### src/rtl/downstream_pkg.sv
// Purpose: shared types and defaults for the cancelled-order accumulator controller.
// Latency: n/a (declarations only).
// Backpressure: n/a (declarations only).
package downstream_pkg;

    localparam int DEF_D_WIDTH = 32;
    localparam int DEF_A_WIDTH = 5;

    // Controller states; the top level mirrors these as plain logic constants.
    typedef enum logic [2:0] {
        ST_IDLE  = 3'd0,
        ST_RD    = 3'd1,
        ST_UPD   = 3'd2,
        ST_QRD   = 3'd3,
        ST_QRESP = 3'd4,
        ST_CLR   = 3'd5
    } ctrl_state_e;

    // Identifies which requester was served most recently.
    typedef enum logic {
        SEL_CANCEL = 1'b0,
        SEL_QUERY  = 1'b1
    } req_sel_e;

endpackage

### src/rtl/rr_arb2.sv
// Purpose: two-way round-robin arbiter between cancel events and host queries.
// Latency: combinational grant; rr_last updates one cycle after upd.
// Backpressure: grants only while en is high; loser sees its grant held low.
//
// Ports:
//   clk, rst                - clock, synchronous active-high reset
//   en                      - arbitration allowed this cycle
//   req_cancel, req_query   - request lines
//   upd, upd_sel            - record which requester was just served
//   grant_cancel, grant_query - one-hot (or zero) grant
module rr_arb2
    import downstream_pkg::*;
(
    input  logic     clk,
    input  logic     rst,
    input  logic     en,
    input  logic     req_cancel,
    input  logic     req_query,
    input  logic     upd,
    input  req_sel_e upd_sel,
    output logic     grant_cancel,
    output logic     grant_query
);

    req_sel_e rr_last;

    always_ff @(posedge clk) begin
        if (rst) begin
            rr_last <= SEL_QUERY;
        end else if (upd) begin
            rr_last <= upd_sel;
        end
    end

    // With both requesting, the side that was not served last wins.
    assign grant_cancel = en && req_cancel && (!req_query || (rr_last == SEL_QUERY));
    assign grant_query  = en && req_query  && (!req_cancel || (rr_last == SEL_CANCEL));

endmodule

### src/rtl/downstream_accum_ctrl.sv
// Purpose: read-modify-write controller for the per-client cancelled-order accumulator RAM.
// Latency: update 3 cycles (accept, RD, UPD); query response 3 cycles after accept; clear 32 cycles.
// Backpressure: cancel_ready/query_ready low while busy with an operation or a clear is pending.
//
// Ports:
//   clk, rst                          - clock (RAM read/write clocks tied to it), sync active-high reset
//   cancel_valid/ready/client/amount  - cancel events to accumulate
//   query_valid/ready/client          - host total-query; answered on resp_valid/resp_data
//   clear_req                         - request zeroing of every entry
//   limit, breach_valid/breach_client - threshold crossing report
//   sat_err, wr_err, busy             - sticky saturation / missing write-ack, activity
//   downstream_address_write, data_write, downstream_write_enable - RAM write port
//   address_read, data_read           - RAM read port (1-cycle registered read)
//   memwr                             - RAM write acknowledge
module downstream_accum_ctrl
    import downstream_pkg::*;
#(
    parameter int D_WIDTH = DEF_D_WIDTH,
    parameter int A_WIDTH = DEF_A_WIDTH,
    parameter int A_MAX   = 1 << A_WIDTH
)
(
    input  logic               clk,
    input  logic               rst,
    input  logic               cancel_valid,
    output logic               cancel_ready,
    input  logic [A_WIDTH-1:0] cancel_client,
    input  logic [D_WIDTH-1:0] cancel_amount,
    input  logic               query_valid,
    output logic               query_ready,
    input  logic [A_WIDTH-1:0] query_client,
    output logic               resp_valid,
    output logic [D_WIDTH-1:0] resp_data,
    input  logic               clear_req,
    input  logic [D_WIDTH-1:0] limit,
    output logic               breach_valid,
    output logic [A_WIDTH-1:0] breach_client,
    output logic               sat_err,
    output logic               wr_err,
    output logic               busy,
    output logic [A_WIDTH-1:0] downstream_address_write,
    output logic [D_WIDTH-1:0] data_write,
    output logic               downstream_write_enable,
    output logic [A_WIDTH-1:0] address_read,
    input  logic [D_WIDTH-1:0] data_read,
    input  logic               memwr
);

    localparam logic [2:0] IDLE  = ST_IDLE;
    localparam logic [2:0] RD    = ST_RD;
    localparam logic [2:0] UPD   = ST_UPD;
    localparam logic [2:0] QRD   = ST_QRD;
    localparam logic [2:0] QRESP = ST_QRESP;
    localparam logic [2:0] CLR   = ST_CLR;

    logic [2:0]         state;
    logic [A_WIDTH-1:0] lat_client;
    logic [D_WIDTH-1:0] lat_amount;
    logic [A_WIDTH-1:0] clr_cnt;
    logic               clear_pending;
    logic               we_d;

    logic               arb_en;
    logic               grant_cancel;
    logic               grant_query;
    logic               rr_upd;
    req_sel_e           rr_upd_sel;

    logic [D_WIDTH:0]   sum_ext;
    logic [D_WIDTH-1:0] sum_sat;
    logic               breach_hit;

    // Arbitration only in IDLE with no clear waiting; held off during reset so
    // nothing is ever signalled as accepted while rst is asserted.
    assign arb_en     = !rst && (state == IDLE) && !clear_pending;
    assign rr_upd     = (state == UPD) || (state == QRESP);
    assign rr_upd_sel = (state == UPD) ? SEL_CANCEL : SEL_QUERY;

    rr_arb2 u_arb (
        .clk          (clk),
        .rst          (rst),
        .en           (arb_en),
        .req_cancel   (cancel_valid),
        .req_query    (query_valid),
        .upd          (rr_upd),
        .upd_sel      (rr_upd_sel),
        .grant_cancel (grant_cancel),
        .grant_query  (grant_query)
    );

    assign cancel_ready = grant_cancel;
    assign query_ready  = grant_query;
    assign busy         = (state != IDLE) || clear_pending;

    // Carry out of the wide add means the true total no longer fits: clamp.
    assign sum_ext    = {1'b0, data_read} + {1'b0, lat_amount};
    assign sum_sat    = sum_ext[D_WIDTH] ? {D_WIDTH{1'b1}} : sum_ext[D_WIDTH-1:0];
    assign breach_hit = (data_read < limit) && (sum_sat >= limit);

    // RAM port drive. The read address is presented in the accept cycle and
    // held through the following state so data_read stays valid where used.
    always_comb begin
        address_read             = '0;
        downstream_address_write = '0;
        data_write               = '0;
        downstream_write_enable  = 1'b0;
        case (state)
            IDLE: begin
                if (grant_cancel) begin
                    address_read = cancel_client;
                end else if (grant_query) begin
                    address_read = query_client;
                end
            end
            RD, QRD, QRESP: begin
                address_read = lat_client;
            end
            UPD: begin
                address_read             = lat_client;
                downstream_address_write = lat_client;
                data_write               = sum_sat;
                downstream_write_enable  = 1'b1;
            end
            CLR: begin
                downstream_address_write = clr_cnt;
                downstream_write_enable  = 1'b1;
            end
            default: ;
        endcase
    end

    always_ff @(posedge clk) begin
        if (rst) begin
            state         <= IDLE;
            lat_client    <= '0;
            lat_amount    <= '0;
            clr_cnt       <= '0;
            clear_pending <= 1'b0;
            resp_valid    <= 1'b0;
            resp_data     <= '0;
            breach_valid  <= 1'b0;
            breach_client <= '0;
            sat_err       <= 1'b0;
            wr_err        <= 1'b0;
            we_d          <= 1'b0;
        end else begin
            resp_valid   <= 1'b0;
            breach_valid <= 1'b0;
            we_d         <= downstream_write_enable;

            // The RAM acknowledges one cycle after every write strobe.
            if (we_d && !memwr) begin
                wr_err <= 1'b1;
            end

            // A request arriving mid-sweep is folded into the running sweep.
            if (clear_req && (state != CLR)) begin
                clear_pending <= 1'b1;
            end

            case (state)
                IDLE: begin
                    if (clear_pending) begin
                        clr_cnt <= '0;
                        state   <= CLR;
                    end else if (grant_cancel) begin
                        lat_client <= cancel_client;
                        lat_amount <= cancel_amount;
                        state      <= RD;
                    end else if (grant_query) begin
                        lat_client <= query_client;
                        state      <= QRD;
                    end
                end
                RD: begin
                    state <= UPD;
                end
                UPD: begin
                    if (sum_ext[D_WIDTH]) begin
                        sat_err <= 1'b1;
                    end
                    if (breach_hit) begin
                        breach_valid  <= 1'b1;
                        breach_client <= lat_client;
                    end
                    state <= IDLE;
                end
                QRD: begin
                    state <= QRESP;
                end
                QRESP: begin
                    resp_valid <= 1'b1;
                    resp_data  <= data_read;
                    state      <= IDLE;
                end
                CLR: begin
                    clr_cnt <= clr_cnt + 1'b1;
                    if (clr_cnt == A_WIDTH'(A_MAX - 1)) begin
                        clear_pending <= 1'b0;
                        state         <= IDLE;
                    end
                end
                default: begin
                    state <= IDLE;
                end
            endcase
        end
    end

endmodule

### config.mk
export PLATFORM = sky130hd
export DESIGN_NAME = downstream_accum_ctrl
export DESIGN_NICKNAME = d
export VERILOG_FILES = /design/src/rtl/downstream_pkg.sv /design/src/rtl/rr_arb2.sv /design/src/rtl/downstream_accum_ctrl.sv
export SDC_FILE = /design/constraint.sdc
export NUM_CORES = 1
export LEC_CHECK = 0
export BUFFER_PORTS_ARGS = -buffer_cell sky130_fd_sc_hd__buf_2
export CAP_MARGIN = 10
export CORE_MARGIN = 2
export CORE_UTILIZATION = 58
export CTS_BUF_LIST = sky130_fd_sc_hd__clkbuf_16
export DETAILED_ROUTE_END_ITERATION = 8
export PLACE_DENSITY = 0.88
export SKIP_CTS_REPAIR_TIMING = 1
export SLEW_MARGIN = 20
export SYNTH_ARGS = -nofsm -noshare
export SYNTH_HDL_FRONTEND = slang
export SYNTH_SLANG_ARGS = --single-unit
### constraint.sdc
create_clock -name clk -period 7.4 [get_ports clk]
set_clock_uncertainty 0.2 [all_clocks]
set_input_delay 1.11 -clock clk [delete_from_list [all_inputs] [get_ports clk]]
set_output_delay 1.11 -clock clk [all_outputs]
set_load 0.01 [all_outputs]
# Yosys cells after proc, flatten, opt, wreduce, memory -nomap -nowiden
# Cells that the tools add are included.
# op_classes
n_addsub,2
n_lt_le_gt_ge,2
eq_ne,10
n_mux,22
bitwise_logic,3
n_reduce_logical,31
# ops
op,n
two-way mux 32 bit,2
adder 32 x 32 -> 33 bit,1
greater-or-equal comparator 32 bit,1
less-than comparator 32 bit,1
case mux 5 bit (2 select lines),3
two-way mux 5 bit,5
two-way mux 3 bit,4
case mux 3 bit (4 select lines),1
logical AND 1 bit,9
AND reduction 2 bit,4
two-way mux 1 bit,7
equality test 3 x 2 -> 1 bit (second input constant),2
equality test 3 bit (second input constant),2
AND reduction 3 bit,2
adder 5 x 1 -> 5 bit (second input constant),1
equality test 5 bit (second input constant),1
logical NOT 1 bit,5
logical OR 1 bit,4
inequality test 2 bit (second input constant),2
inequality test 4 bit (second input constant),1
nonzero test 2 bit,2
OR reduction 2 bit,2
OR reduction 4 bit,1
equality test 3 x 1 -> 1 bit (second input constant),1
other kinds (4),6
# totals
ff_bits,89
in_bits,112
output_inout_bits,87
elab_cells,83

# Depth between registers and ports, before layout
# logic_depth
word_depth,9
ltp_mapped,21
ltp_nobuf,19

# Modules after synthesis
# Synthesis repeated with hierarchy kept, for this count alone.
# hier_totals
cells_unflattened,936
hier_area_um2,7056.8
# by_module_without_submodules
mod,n_inst,cells_each,area_each_um2,seq_area_each_um2
downstream_accum_ctrl,1,927,6995.5,1761.7
rr_arb2,1,9,61.3,20.0

# Worst setup path after synthesis
# Ideal clock, no wire load.
# synth_timing
kind,input to register
startpoint,input port data_read[0]
endpoint,register breach_valid
setup_time_ns,0.127
arrival_time_ns,4.697
required_time_ns,7.073
path_slack_ns,2.376
cell_stages,21
n_path_buf,2
path_cell_list,ha_1 fa_1 a21oi_1 o211ai_2 a21oi_1 a211oi_2 o31ai_4 o21ai_4 buf_6 inv_2 buf_2 nand2_1 ha_1 o21ai_0 a21oi_1 or3_1 a211oi_1 o211ai_1 a31oi_1 a311oi_4 nor2b_1
# synth_between
elab_chain_len,5
elab_cells_between_ends,6
cone_classes,add/sub (1); order compare (2); mux (2); reduce/logical (1)
# synth_rtl
element,line,rtl
"start, declared",downstream_accum_ctrl.sv:45,"input logic [D_WIDTH-1:0] data_read,"
adder 32 x 32 -> 33 bit,downstream_accum_ctrl.sv:96,"assign sum_ext = {1'b0, data_read} + {1'b0, lat_amount};"
two-way mux 32 bit,downstream_accum_ctrl.sv:97,assign sum_sat = sum_ext[D_WIDTH] ? {D_WIDTH{1'b1}} : sum_ext[D_WIDTH-1:0];
greater-or-equal comparator 32 bit,downstream_accum_ctrl.sv:98,assign breach_hit = (data_read < limit) && (sum_sat >= limit);
logical AND 1 bit *,downstream_accum_ctrl.sv:98,
two-way mux 1 bit *,downstream_accum_ctrl.sv:182,if (breach_hit) begin
"end signal, assigned",downstream_accum_ctrl.sv:141,breach_valid <= 1'b0;
"end signal, assigned",downstream_accum_ctrl.sv:148,breach_valid <= 1'b0;
"end signal, assigned",downstream_accum_ctrl.sv:183,breach_valid <= 1'b1;
"end, declared",downstream_accum_ctrl.sv:36,"output logic breach_valid,"
# Every way passes the cells marked *; elsewhere a longest branch is shown, timed or not.
# A chain may end at the register's enable or synchronous reset.

# Worst setup path after layout
# Same ends and word-level chain as after synthesis.

==> flow_metrics.tcl <==
set metrics [dict create \
    cp_max_fo 27 \
    rr_worst_depth 18 \
    placed_cells 1180 \
    hp-class "flop to flop" \
    power.switching_uw 655 \
    start_util_pct 58.7 \
    clock_sinks 89 \
    io_buffer_count 198 \
    synthArstFlopShare_pct 0 \
    synthCells 869 \
    cts.path.max_buffers 2 \
    cp_cell_sequence "buf_2 -> ha_1 -> fa_1 -> a21oi_1 -> o211ai_2 -> a21oi_1 -> a211oi_2 -> o31ai_4 -> o21ai_4 -> inv_2 -> nand2_1 -> ha_1 -> a21oi_1 -> o21ai_0 -> a221oi_1 -> o211ai_1 -> a31oi_1 -> a311oi_4 -> nor2b_1" \
    yosysSeqAreaShare_pct 25.5 \
    period_share_pct 74.8 \
    finish.utilization_pct 70.4 \
    maxCapViolCount 0 \
    ys.warnings.count 0 \
    r2r-end "breach_valid" \
    grt_pass1_vias 6847 \
    crit_start "data_read[0]" \
    core-area_um2 11900 \
    place_congestion 0.951 \
    p_comb_share_pct 38.2 \
    first_pass_iters 6 \
    numCtsBuffers 9 \
    grt_max_degree 67 \
    ys_ff_latch 89 \
    use_met2_pct 52.1 \
    area_growth_pct 20.0 \
    crit_path_end_kind "flop" \
    p_leak_nw 4.27 \
    seqPwrFrac_pct 31.1 \
    path_delay_family "compound AO/OA/AOI/OAI gates" \
    path_buf_inv 2 \
    slew_headroom_pct 25.5 \
    r2r_start "lat_amount[0]" \
    place_hpwl_mm 15.2 \
    dominantRegCellSynth "dfxtp_1" \
    internal-power_mw 1.14 \
    io-pin-count 199 \
    min_from "u_arb.rr_last" \
    ir_worst_vdd_mv 0.111 \
    clkTransAtPathRegs_ps 70 \
    clk_latency_ps 360 \
    tns_ps 0 \
    post-route-drc-count 0 \
    use_met1_pct 40.4 \
    nNetsFinal 1254 \
    fmax_mhz 181 \
    p_sw_share_pct 36.6 \
    ys_types 62 \
    status "complete, no violations" \
    crit_path_top_delay_cell "a221oi_1" \
    report.final.slew_viol_count 0 \
    h-tree-depth 3 \
    reg2reg_slack_ps 2450 \
    cts-root-buf "clkbuf_16" \
    grt_overflow 0 \
    die-area_um2 12900 \
    final_common_cell "buf_2" \
    die_h_um 114 \
    grt_pass1_wl_mm 32.5 \
    antenna_found_initial 0 \
    grt_usage_pct 31.2 \
    grt.busiest_layer "met2" \
    via_count 7041 \
    crit_required_ps 7420 \
    max_stage_delay_ps 490 \
    finalWirelength_mm 20.2 \
    setup_viol 0 \
    crit_path_end "breach_valid" \
    fp-row-count 40 \
    cellPowerDensity_nw_per_um2 214 \
    final_cell_mix "buf_2, ha_1, nand2_1" \
    hold_slack_ps 260 \
    drtIter0Drc 564 \
    ant_nets 0 \
    cts_tree "built" \
    hold_path_depth 2 \
    cp_num_cells 19 \
    syn_nets 1079 \
    hold_viol 0 \
    post_route_cells_drive_above_1_share_pct 22.7 \
    syn_area_um2 6990 \
    avgViaCountPerCell 5.89 \
    critPathKind "input port to flop" \
    rsz0062_at_grt "false" \
    cpMostUsedCell "a21oi_1" \
    max_slew.worst_pin.slew_ps 1110 \
    min_period_ps 5540 \
    die_x_um 114 \
    final-instance-count-excl-fill 1196 \
    start_kind "input port" \
    diodes 0 \
    synth_edf_count 0 \
    use_met3_pct 5.63 \
    worst-endpoint-arrival_ps 5560 \
    clkPwrFrac_pct 30.6 \
    avgSynthCellArea_um2 8.04 \
    wl_per_cell_um 16.9 \
]
## per-layer routing
metal	routed length, µm	vias up
met5	0	-
met4	507	0
met3	1500	38
met2	9220	320
met1	8990	3226
li1	-	3457
## cell families (layout without fill, tap and decap cells)
| kind of cell | after synthesis | count (layout) | synth area share, % |
|---|---|---|---|
| AOI/OAI and AO/OA | 256 | 256 | 24.8 |
| xor gates and xnor gates | 27 | 27 | 3.38 |
| adders and majority gates | 98 | 98 | 17.6 |
| buffers and inverters | 86 | 266 | 5.07 |
| DFF | 89 | 89 | 25.5 |
| muxes | 12 | 12 | 1.72 |
| and+or+nand+nor | 301 | 301 | 21.9 |
## state kept, by name, summed over array words and instances (netlist names)
name           cells
lat_amount        32
resp_data         32
lat_client         5
breach_client      5
resp_valid         1
state              3
breach_valid       1
we_d               1
clear_pending      1
sat_err            1
wr_err             1
clr_cnt            5
u_arb.rr_last      1
## worst min-delay path, stage by stage (launching register included)
cell,delay [ps]
dfxtp_1,320
nand2_1,50
nand2_1,40
## cell type report
| cell class | instances | area (µm²) |
|---|---|---|
| inverters | 48 | 180 |
| flip-flops and latches | 89 | 1780 |
| clock inverters | 7 | 124 |
| clock buffers | 9 | 225 |
| repair buffers | 202 | 1020 |
| fillers | 973 | 3520 |
| multi-input cells | 694 | 4870 |
| well taps | 147 | 184 |
## power by group through the flow
stage | Clock (mW) | Combinational, mW | Sequential, mW
3_3_place_gp | 0 | 0.649 | 0.566
2_1_floorplan | 0 | 0.466 | 0.562
6_report | 0.549 | 0.685 | 0.558
3_5_place_dp | 0 | 0.664 | 0.567
5_1_grt | 0.571 | 0.764 | 0.564
4_1_cts | 0.551 | 0.673 | 0.557
## per-stage QoR
| step | worst slack [ps] | cell area [µm²] | total power [mW] |
|---|---|---|---|
| floorplan | 2380 | 6990 | 1.03 |
| global placement | 1690 | 8040 | 1.21 |
| detailed placement | 1560 | 8040 | 1.23 |
| CTS | 1910 | 8390 | 1.78 |
| global route | 1560 | 8390 | 1.90 |
| finish | 1860 | 8390 | 1.79 |
## synth_stat cells (4+ instances only)
cell type / instances / area (µm²)
nand3b_1: 4 / 30.0
o211ai_1: 4 / 30.0
a21oi_1: 68 / 340
xnor2_1: 17 / 149
nand3_1: 14 / 70.1
inv_1: 45 / 169
and3_1: 9 / 56.3
clkbuf_1: 27 / 101
and2_1: 23 / 144
nor3_1: 9 / 45.0
mux2i_1: 12 / 120
a21o_1: 25 / 188
a22o_1: 37 / 324
nand2b_1: 66 / 413
and4_1: 4 / 35.0
xor2_1: 10 / 87.6
or3_1: 5 / 31.3
nor2b_1: 9 / 56.3
o21a_1: 7 / 52.6
dfxtp_1: 89 / 1780
o31ai_1: 4 / 30.0
o21ai_1: 7 / 35.0
a211oi_1: 5 / 37.5
o21ai_0: 61 / 305
nor2_1: 47 / 176
a222oi_1: 5 / 50.1
nand2_1: 93 / 349
ha_1: 97 / 1210
buf_2: 7 / 35.0
nand4_1: 9 / 56.3
## how the worst min path moves through the flow
stage / end / slack (ps)
finish: u_arb.rr_last / 260
global route: resp_data[8] / 290
detailed placement: u_arb.rr_last / 250
floorplan: u_arb.rr_last / 230
CTS: u_arb.rr_last / 260
global placement: u_arb.rr_last / 240
No activity file was read; power rests on OpenSTA's default activity.
